$ cat config.mk
export PLATFORM = sky130hd
export DESIGN_NAME = ws2812_rx
export DESIGN_NICKNAME = d
export VERILOG_FILES = /design/src/rtl/ws2812_rx.sv
export SDC_FILE = /design/constraint.sdc
export NUM_CORES = 1
export LEC_CHECK = 0
export CORE_MARGIN = 2
export CORE_UTILIZATION = 50
export CTS_BUF_LIST = sky130_fd_sc_hd__clkbuf_4 sky130_fd_sc_hd__clkbuf_8
export DETAILED_ROUTE_END_ITERATION = 8
export GPL_TIMING_DRIVEN = 0
export PLACE_DENSITY_LB_ADDON = 0.3
export REMOVE_ABC_BUFFERS = 1
export SETUP_SLACK_MARGIN = 0.1
export SYNTH_ARGS = -nofsm -noshare
export SYNTH_HDL_FRONTEND = slang
export SYNTH_SLANG_ARGS = --single-unit
$ cat constraint.sdc
create_clock -name Clk -period 3 [get_ports Clk]
set_clock_uncertainty 0.1 [all_clocks]
set_input_delay 0.3 -clock Clk [delete_from_list [all_inputs] [get_ports Clk]]
set_output_delay 0.3 -clock Clk [all_outputs]
set_load 0.02 [all_outputs]
$ cat src/rtl/ws2812_rx.sv
// WS2812 single-wire receiver: classifies high pulses as bits, assembles LSB-first words,
// detects the latch gap that ends a frame and flags malformed pulses or partial words.
module ws2812_rx #(
    parameter int unsigned F_CLK    = 12_000_000,
    parameter int unsigned BITWIDTH = 24,
    parameter int unsigned THRESH   = 525 * (F_CLK / 1000) / 1_000_000,
    parameter int unsigned TMAXHIGH = 1250 * (F_CLK / 1000) / 1_000_000,
    parameter int unsigned TRESET   = 50 * (F_CLK / 1000) / 1000
) (
    input  logic                Clk,
    input  logic                Reset_n,
    input  logic                Ws2812In,
    output logic [BITWIDTH-1:0] Data,
    output logic                Valid,
    output logic                Latch,
    output logic                Error,
    output logic [7:0]          WordCount
);

    localparam int unsigned CW  = $clog2(TRESET + 1);
    localparam int unsigned BCW = $clog2(BITWIDTH);

    localparam logic [CW-1:0]  C_ONE      = CW'(1);
    localparam logic [CW-1:0]  C_THRESH   = CW'(THRESH);
    localparam logic [CW-1:0]  C_TMAX     = CW'(TMAXHIGH);
    localparam logic [CW-1:0]  C_TRESET   = CW'(TRESET);
    localparam logic [CW-1:0]  C_TRESETM1 = CW'(TRESET - 1);
    localparam logic [BCW-1:0] C_BITLAST  = BCW'(BITWIDTH - 1);

    typedef enum logic [2:0] {
        StIdle,
        StHigh,
        StLow,
        StLatched,
        StWaitLow
    } state_e;

    state_e                r_state;
    logic                  r_sync1;
    logic                  r_sync2;
    logic                  r_prev;
    logic [CW-1:0]         r_cnt;
    logic [BCW-1:0]        r_bitcnt;
    // One bit narrower than a word: the final bit goes straight into Data.
    logic [BITWIDTH-2:0]   r_shift;
    logic [BITWIDTH-1:0]   r_data;
    logic                  r_valid;
    logic                  r_latch;
    logic                  r_error;
    logic [7:0]            r_wcount;

    logic w_rise;
    logic w_fall;
    logic w_bit;

    assign w_rise = r_sync2 & ~r_prev;
    assign w_fall = ~r_sync2 & r_prev;
    assign w_bit  = (r_cnt >= C_THRESH);

    always_ff @(posedge Clk or negedge Reset_n) begin
        if (!Reset_n) begin
            r_sync1 <= 1'b1;
            r_sync2 <= 1'b1;
            r_prev  <= 1'b1;
        end else begin
            r_sync1 <= Ws2812In;
            r_sync2 <= r_sync1;
            r_prev  <= r_sync2;
        end
    end

    always_ff @(posedge Clk or negedge Reset_n) begin
        if (!Reset_n) begin
            r_state  <= StIdle;
            r_cnt    <= '0;
            r_bitcnt <= '0;
            r_shift  <= '0;
            r_data   <= '0;
            r_valid  <= 1'b0;
            r_latch  <= 1'b0;
            r_error  <= 1'b0;
            r_wcount <= '0;
        end else begin
            r_valid <= 1'b0;
            r_latch <= 1'b0;
            r_error <= 1'b0;
            case (r_state)
                StIdle: begin
                    if (w_rise) begin
                        r_cnt   <= C_ONE;
                        r_state <= StHigh;
                    end
                end
                StHigh: begin
                    if (w_fall) begin
                        r_cnt   <= C_ONE;
                        r_state <= StLow;
                        if (r_bitcnt == C_BITLAST) begin
                            r_data   <= {w_bit, r_shift};
                            r_valid  <= 1'b1;
                            r_bitcnt <= '0;
                            r_shift  <= '0;
                            if (r_wcount != 8'hFF) begin
                                r_wcount <= r_wcount + 8'd1;
                            end
                        end else begin
                            r_shift  <= {w_bit, r_shift[BITWIDTH-2:1]};
                            r_bitcnt <= r_bitcnt + 1'b1;
                        end
                    end else if (r_cnt >= C_TMAX) begin
                        // Still high with the count about to pass TMAXHIGH.
                        r_error  <= 1'b1;
                        r_bitcnt <= '0;
                        r_shift  <= '0;
                        r_cnt    <= '0;
                        r_state  <= StWaitLow;
                    end else begin
                        r_cnt <= r_cnt + 1'b1;
                    end
                end
                StLow: begin
                    if (w_rise) begin
                        r_cnt   <= C_ONE;
                        r_state <= StHigh;
                    end else if (r_cnt >= C_TRESETM1) begin
                        r_cnt   <= C_TRESET;
                        r_latch <= 1'b1;
                        r_state <= StLatched;
                        if (r_bitcnt != '0) begin
                            r_error  <= 1'b1;
                            r_bitcnt <= '0;
                            r_shift  <= '0;
                        end
                    end else begin
                        r_cnt <= r_cnt + 1'b1;
                    end
                end
                StLatched: begin
                    r_wcount <= '0;
                    r_cnt    <= '0;
                    r_state  <= StIdle;
                end
                StWaitLow: begin
                    if (r_sync2) begin
                        r_cnt <= '0;
                    end else if (r_cnt >= C_TRESETM1) begin
                        r_cnt    <= '0;
                        r_wcount <= '0;
                        r_state  <= StIdle;
                    end else begin
                        r_cnt <= r_cnt + 1'b1;
                    end
                end
                default: begin
                    r_state <= StIdle;
                end
            endcase
        end
    end

    assign Data      = r_data;
    assign Valid     = r_valid;
    assign Latch     = r_latch;
    assign Error     = r_error;
    assign WordCount = r_wcount;

endmodule

# Word level (Yosys, flattened, before mapping)
# Index checks and enable logic that the tools add are counted.
# classes
addsub	3
n_lt_le_gt_ge	3
n_eq_ne	17
muxes	48
bitwise	4
n_reduce_logical	10
# ops
op	count
23-bit 2-to-1 mux	6
10-bit 2-to-1 mux	7
10-bit case mux with 5 select lines	1
23-bit case mux with 2 select lines	1
8-bit 2-to-1 mux	5
5-bit 2-to-1 mux	6
8-bit case mux with 3 select lines	1
3-bit 2-to-1 mux	7
2-bit != test, second input constant	9
3-bit case mux with 4 select lines	1
1-bit 2-to-1 mux	11
10-bit by 1-bit adder with 10-bit output, second input constant	1
10-bit >= comparator, second input constant	1
10-bit by 3-bit >= comparator with 1-bit output, second input constant	1
10-bit by 4-bit >= comparator with 1-bit output, second input constant	1
5-bit case mux with 2 select lines	1
5-bit AND reduction	2
5-bit nonzero test	2
8-bit by 1-bit adder with 8-bit output, second input constant	1
8-bit != test, second input constant	1
3-bit by 2-bit == test with 1-bit output, second input constant	2
3-bit != test, second input constant	2
6-bit AND reduction	1
5-bit by 1-bit adder with 5-bit output, second input constant	1
other kinds (11)	13
# word_totals
register_bits	79

# Longest topological paths before layout
# logic_depth
ltp_word	5
ltp_mapped	9
mapped_depth_nobuf	6

# Worst setup path before layout
# OpenSTA, ideal clock, no wires.
# synth_path
path_kind	register to register
startpoint	reg r_cnt[0]
endpoint	reg r_shift[22]
arrival_time_ns	1.947
t_required_ns	2.773
setup_slack_ns	0.826
path_stages_with_launch	9
path_buffers	2
path_cell_list	dfrtp_1 -> ha_1 -> and3_4 -> and3b_1 -> buf_6 -> a211oi_4 -> and2_4 -> buf_12 -> mux2_1
# synth_between
elab_chain_cells	4
# synth_rtl
item	line	source
start, declared	42	logic [CW-1:0] r_cnt;
start signal, assigned	118	r_cnt <= r_cnt + 1'b1;
start signal, assigned	135	r_cnt <= r_cnt + 1'b1;
start signal, assigned	151	r_cnt <= r_cnt + 1'b1;
10-bit by 3-bit >= comparator with 1-bit output	58	assign w_bit = (r_cnt >= C_THRESH);
23-bit 2-to-1 mux	98	if (r_bitcnt == C_BITLAST) begin
23-bit 2-to-1 mux	95	if (w_fall) begin
23-bit case mux with 2 select lines	87	case (r_state)
end signal, assigned	107	r_shift <= {w_bit, r_shift[BITWIDTH-2:1]};
end, declared	45	logic [BITWIDTH-2:0] r_shift;
# Parallel ways exist; a longest one is shown, timed or not.
# A chain may end at the register's enable or synchronous reset.

# Worst setup path in the final report
# layout_path
startpoint	reg r_state[2]
endpoint	reg r_wcount[6] (netlist: WordCount[6])
# layout_between
elab_chain_cells	3
# layout_rtl
item	line	source
start, declared	38	state_e r_state;
start signal, assigned	74	r_state <= StIdle;
start signal, assigned	91	r_state <= StHigh;
start signal, assigned	97	r_state <= StLow;
3-bit == test (tied with other cells)	87	
2-bit != test (no source line) or 3-bit nonzero test (tied branches)	-	
6-bit AND reduction (no source line)	-	
end signal, assigned	104	r_wcount <= r_wcount + 8'd1;
end, declared	50	logic [7:0] r_wcount;
# Parallel ways exist; a longest one is shown, timed or not.

==> results.yml <==
cts:
  cts_setup_buffers: 0
  clkSinkCount: 79
  cts_buffers: 9
  clock_path_buffers: 2
  clk_pin_slew_ns: 0.07
  cts_tree: "done"
  htreeDepth: 3
  clk_latency_ns: 0.35
  root_buffer: "clkbuf_8"
synth:
  async_reset_ff_share_pct: 100.0
  synth_area_leader_cell: "dfrtp_1"
  yosysWarnings: 0
  synthAdderAreaFrac_pct: 1.657
  synth_compound_area_share_pct: 14.12
  yosysMostFrequentCell: "dfrtp_1"
  yosys-top-cells-area: "dfrtp_1, mux2i_1, nand2_1, o21ai_0, inv_1"
  ys.flop_type: "dfrtp_1"
  synth_top_family_by_area: "simple AND/OR/NAND/NOR gates"
  synth-edff-count: 0
  yosysSeqAreaShare_pct: 52.45
  synth_xor_area_share_pct: 0.4639
  synth_top_area_share_pct: 50.36
  synthMuxAreaShare_pct: 7.488
  netlist_area_sq_um: 3776
  netlist_instances: 377
  ys_types: 54
  synth_area_per_cell_sq_um: 10.02
  synth-simple-area-share_pct: 17.40
  synth_common_cells: "dfrtp_1, nand2_1, inv_1, o21ai_0, mux2i_1"
  ys_seq_elements: 79
floorplanning:
  core_area_sq_um: 7292
  fp.dieArea_sq_um: 8264
  die_height_um: 90.91
  rows: 31
  ioPinCount: 38
  die_w_um: 90.91
  start_util_pct: 51.78
setup_path:
  critPathMaxStageDelay_ns: 0.70
  worstSetupEndpointType: "register"
  required_ns: 3.12
  endpoint: "WordCount[6]"
  critPathLaunch: "r_state[2]"
  rr_worst_depth: 5
  start_kind: "register"
  arrival_ns: 2.71
  cp_max_fo: 15
  cp_top_family: "simple AND/OR/NAND/NOR gates"
  crit_type: "register to register"
  reg2reg_from: "r_state[2]"
  cp_slowest_cell: "or4b_1"
  r2r-end: "WordCount[6]"
  crit_chain: "nor2b_1 > nand4_1 > or4b_1 > a21oi_1 > mux2i_1"
  crit_buf_inv: 0
  cp.depth: 5
  reg2reg_slack_ns: 0.41
cells_and_area:
  antenna_cells: 0
  fillers: 612
  multi_input_area_sq_um: 1560
  nNetsFinal: 422
  area_growth_pct: 18.52
  drive_gt1_share_pct: 8.353
  seqCellArea_sq_um: 1981
grt:
  grt_first_pass_wirelength_mm: 11.98
  grt_max_degree: 49
  grt_pass1_vias: 2629
  antenna_found_initial: 0
  grt-ovfl-total: 0
  grt_util_all_layers_pct: 17.75
sta:
  rsz0062_at_grt: "no"
  worst_pin_slew_ns: 0.6526
  whs_ns: 0.2575
  finalCriticalPeriod_ns: 2.589
  fmax_ghz: 0.3863
  setup_slack_ns: 0.4113
  finalSetupViolCount: 0
  fin_crit_sh_pct: 86.29
  drv_slew: 0
  hold_violations: 0
  slew_headroom_pct: 56.45
route:
  drt_first_pass_iters: 4
  drtIter0Drc: 162
  ant_nets: 0
  drt-total-wl_mm: 6.806
  wl_per_cell_um: 13.14
  drcViolationCount: 0
  vias: 2757
  vias_per_cell: 5.322
placement:
  port_buffers: 37
  place_ws_ns: 0.3951
  place.gp.congestion: 0.8541
  dp_hpwl_mm: 4.673
outcome:
  status: "completed"
power:
  power_switching_w: 0.0008017
  internal_power_w: 0.001912
  switching_share_pct: 29.54
  powerDensity_nw_per_um2: 606.3
  vdd_ir_drop_max_mv: 0.2687
  total_power_w: 0.002714
  p_clk_share_pct: 34.9
  combPwrFrac_pct: 21.5
  power.leakage_nw: 1.946
  pwr-share-seq_pct: 43.6
min_path:
  hold_path_class: "register to register"
flow_run:
  maxCapViolCount: 0
[flip-flops by register name (all words and copies together), names as in the netlist, 3 cells and up]
register and cells:
WordCount 8, r_bitcnt 5, r_cnt 10, r_shift 23, r_state 3, Data 24
[cell families (layout without fill, tap and decap cells)]
group,Yosys count,in the layout
flops,79,79
xor+xnor,2,2
mux,28,28
fa+ha+maj,5,5
simple gates,132,132
compound gates,83,83
buf+inv,48,90
[power groups by stage]
stage | clock (W) | combinational (W) | sequential, W
after detailed placement | 0 | 0.000585 | 0.00120
after global placement | 0 | 0.000570 | 0.00120
after floorplan | 0 | 0.000459 | 0.00119
after CTS | 0.000976 | 0.000590 | 0.00118
final | 0.000948 | 0.000583 | 0.00118
after global routing | 0.00103 | 0.000647 | 0.00119
[what timing repair did]
| item | CTS | global route |
|---|---|---|
| gates resized for setup | 0 | 1 |
| hold endpoints to repair | 28 | 0 |
| setup endpoints to repair | 0 | 3 |
| hold buffers | 1 | 0 |
[how the worst min path moves through the flow]
stage / from / endpoint / slack, ns / cells after the start
final: r_sync1 / r_sync2 / 0.26 / 0
after global routing: Ws2812In / r_sync1 / 0.25 / 1
after CTS: Ws2812In / r_sync1 / 0.24 / 1
after detailed placement: Reset_n / Data[5] / 0.18 / 1
after global placement: r_sync1 / r_sync2 / 0.25 / 0
after floorplan: Reset_n / Data[0] / -0.1 / 0
[layout make-up]
type / instances / share of cell area (%)
sequential: 79 / 44.25
clock buffer: 9 / 2.768
inverter: 32 / 2.684
multi-input combinational: 250 / 34.86
clock inverter: 7 / 2.684
tap: 99 / 2.768
timing repair buffer: 42 / 9.980
[worst register-to-register path: cells and delay by family (launching register included)]
family / cells / cell delay, ns
flip-flops: 1 / 0.57
AND/OR/NAND/NOR: 3 / 1.57
AO/OA/AOI/OAI: 1 / 0.16
multiplexers: 1 / 0.08
[placed cells by master, fill, tap and decap left out, types with 4 or more instances in the layout]
| cell | n |
|---|---|
| a211o_1 | 4 |
| nand3b_1 | 7 |
| nand2_1 | 65 |
| mux2i_1 | 26 |
| clkdlybuf4s50_1 | 36 |
| nor3_1 | 5 |
| ha_1 | 5 |
| nand4_1 | 4 |
| nand3_1 | 10 |
| and3_1 | 4 |
| dfrtp_1 | 76 |
| a21oi_1 | 11 |
| nor2_1 | 13 |
| inv_1 | 32 |
| a31oi_1 | 13 |
| clkbuf_8 | 9 |
| o21ai_0 | 32 |
[metrics by stage]
stage / cell area, sq um / instances / utilization [%] / TNS [ns]
global placement: 4148 / 497 / 56.88 / -96.68
finish: 4476 / 518 / 61.38 / 0
CTS: 4471 / 518 / 61.31 / 0
detailed placement: 4217 / 501 / 57.82 / 0
global route: 4476 / 518 / 61.38 / 0
floorplan: 3654 / 361 / - / 0
[layer usage]
metal	up-vias	share of wire [%]	GRT usage, %
met5	-	0	0
met4	0	0.90	4.924
met3	6	3.9	5.092
met2	57	48	29.73
met1	1316	48	22.61
li1	1378	-	-
No activity file was read; power rests on OpenSTA's default activity.
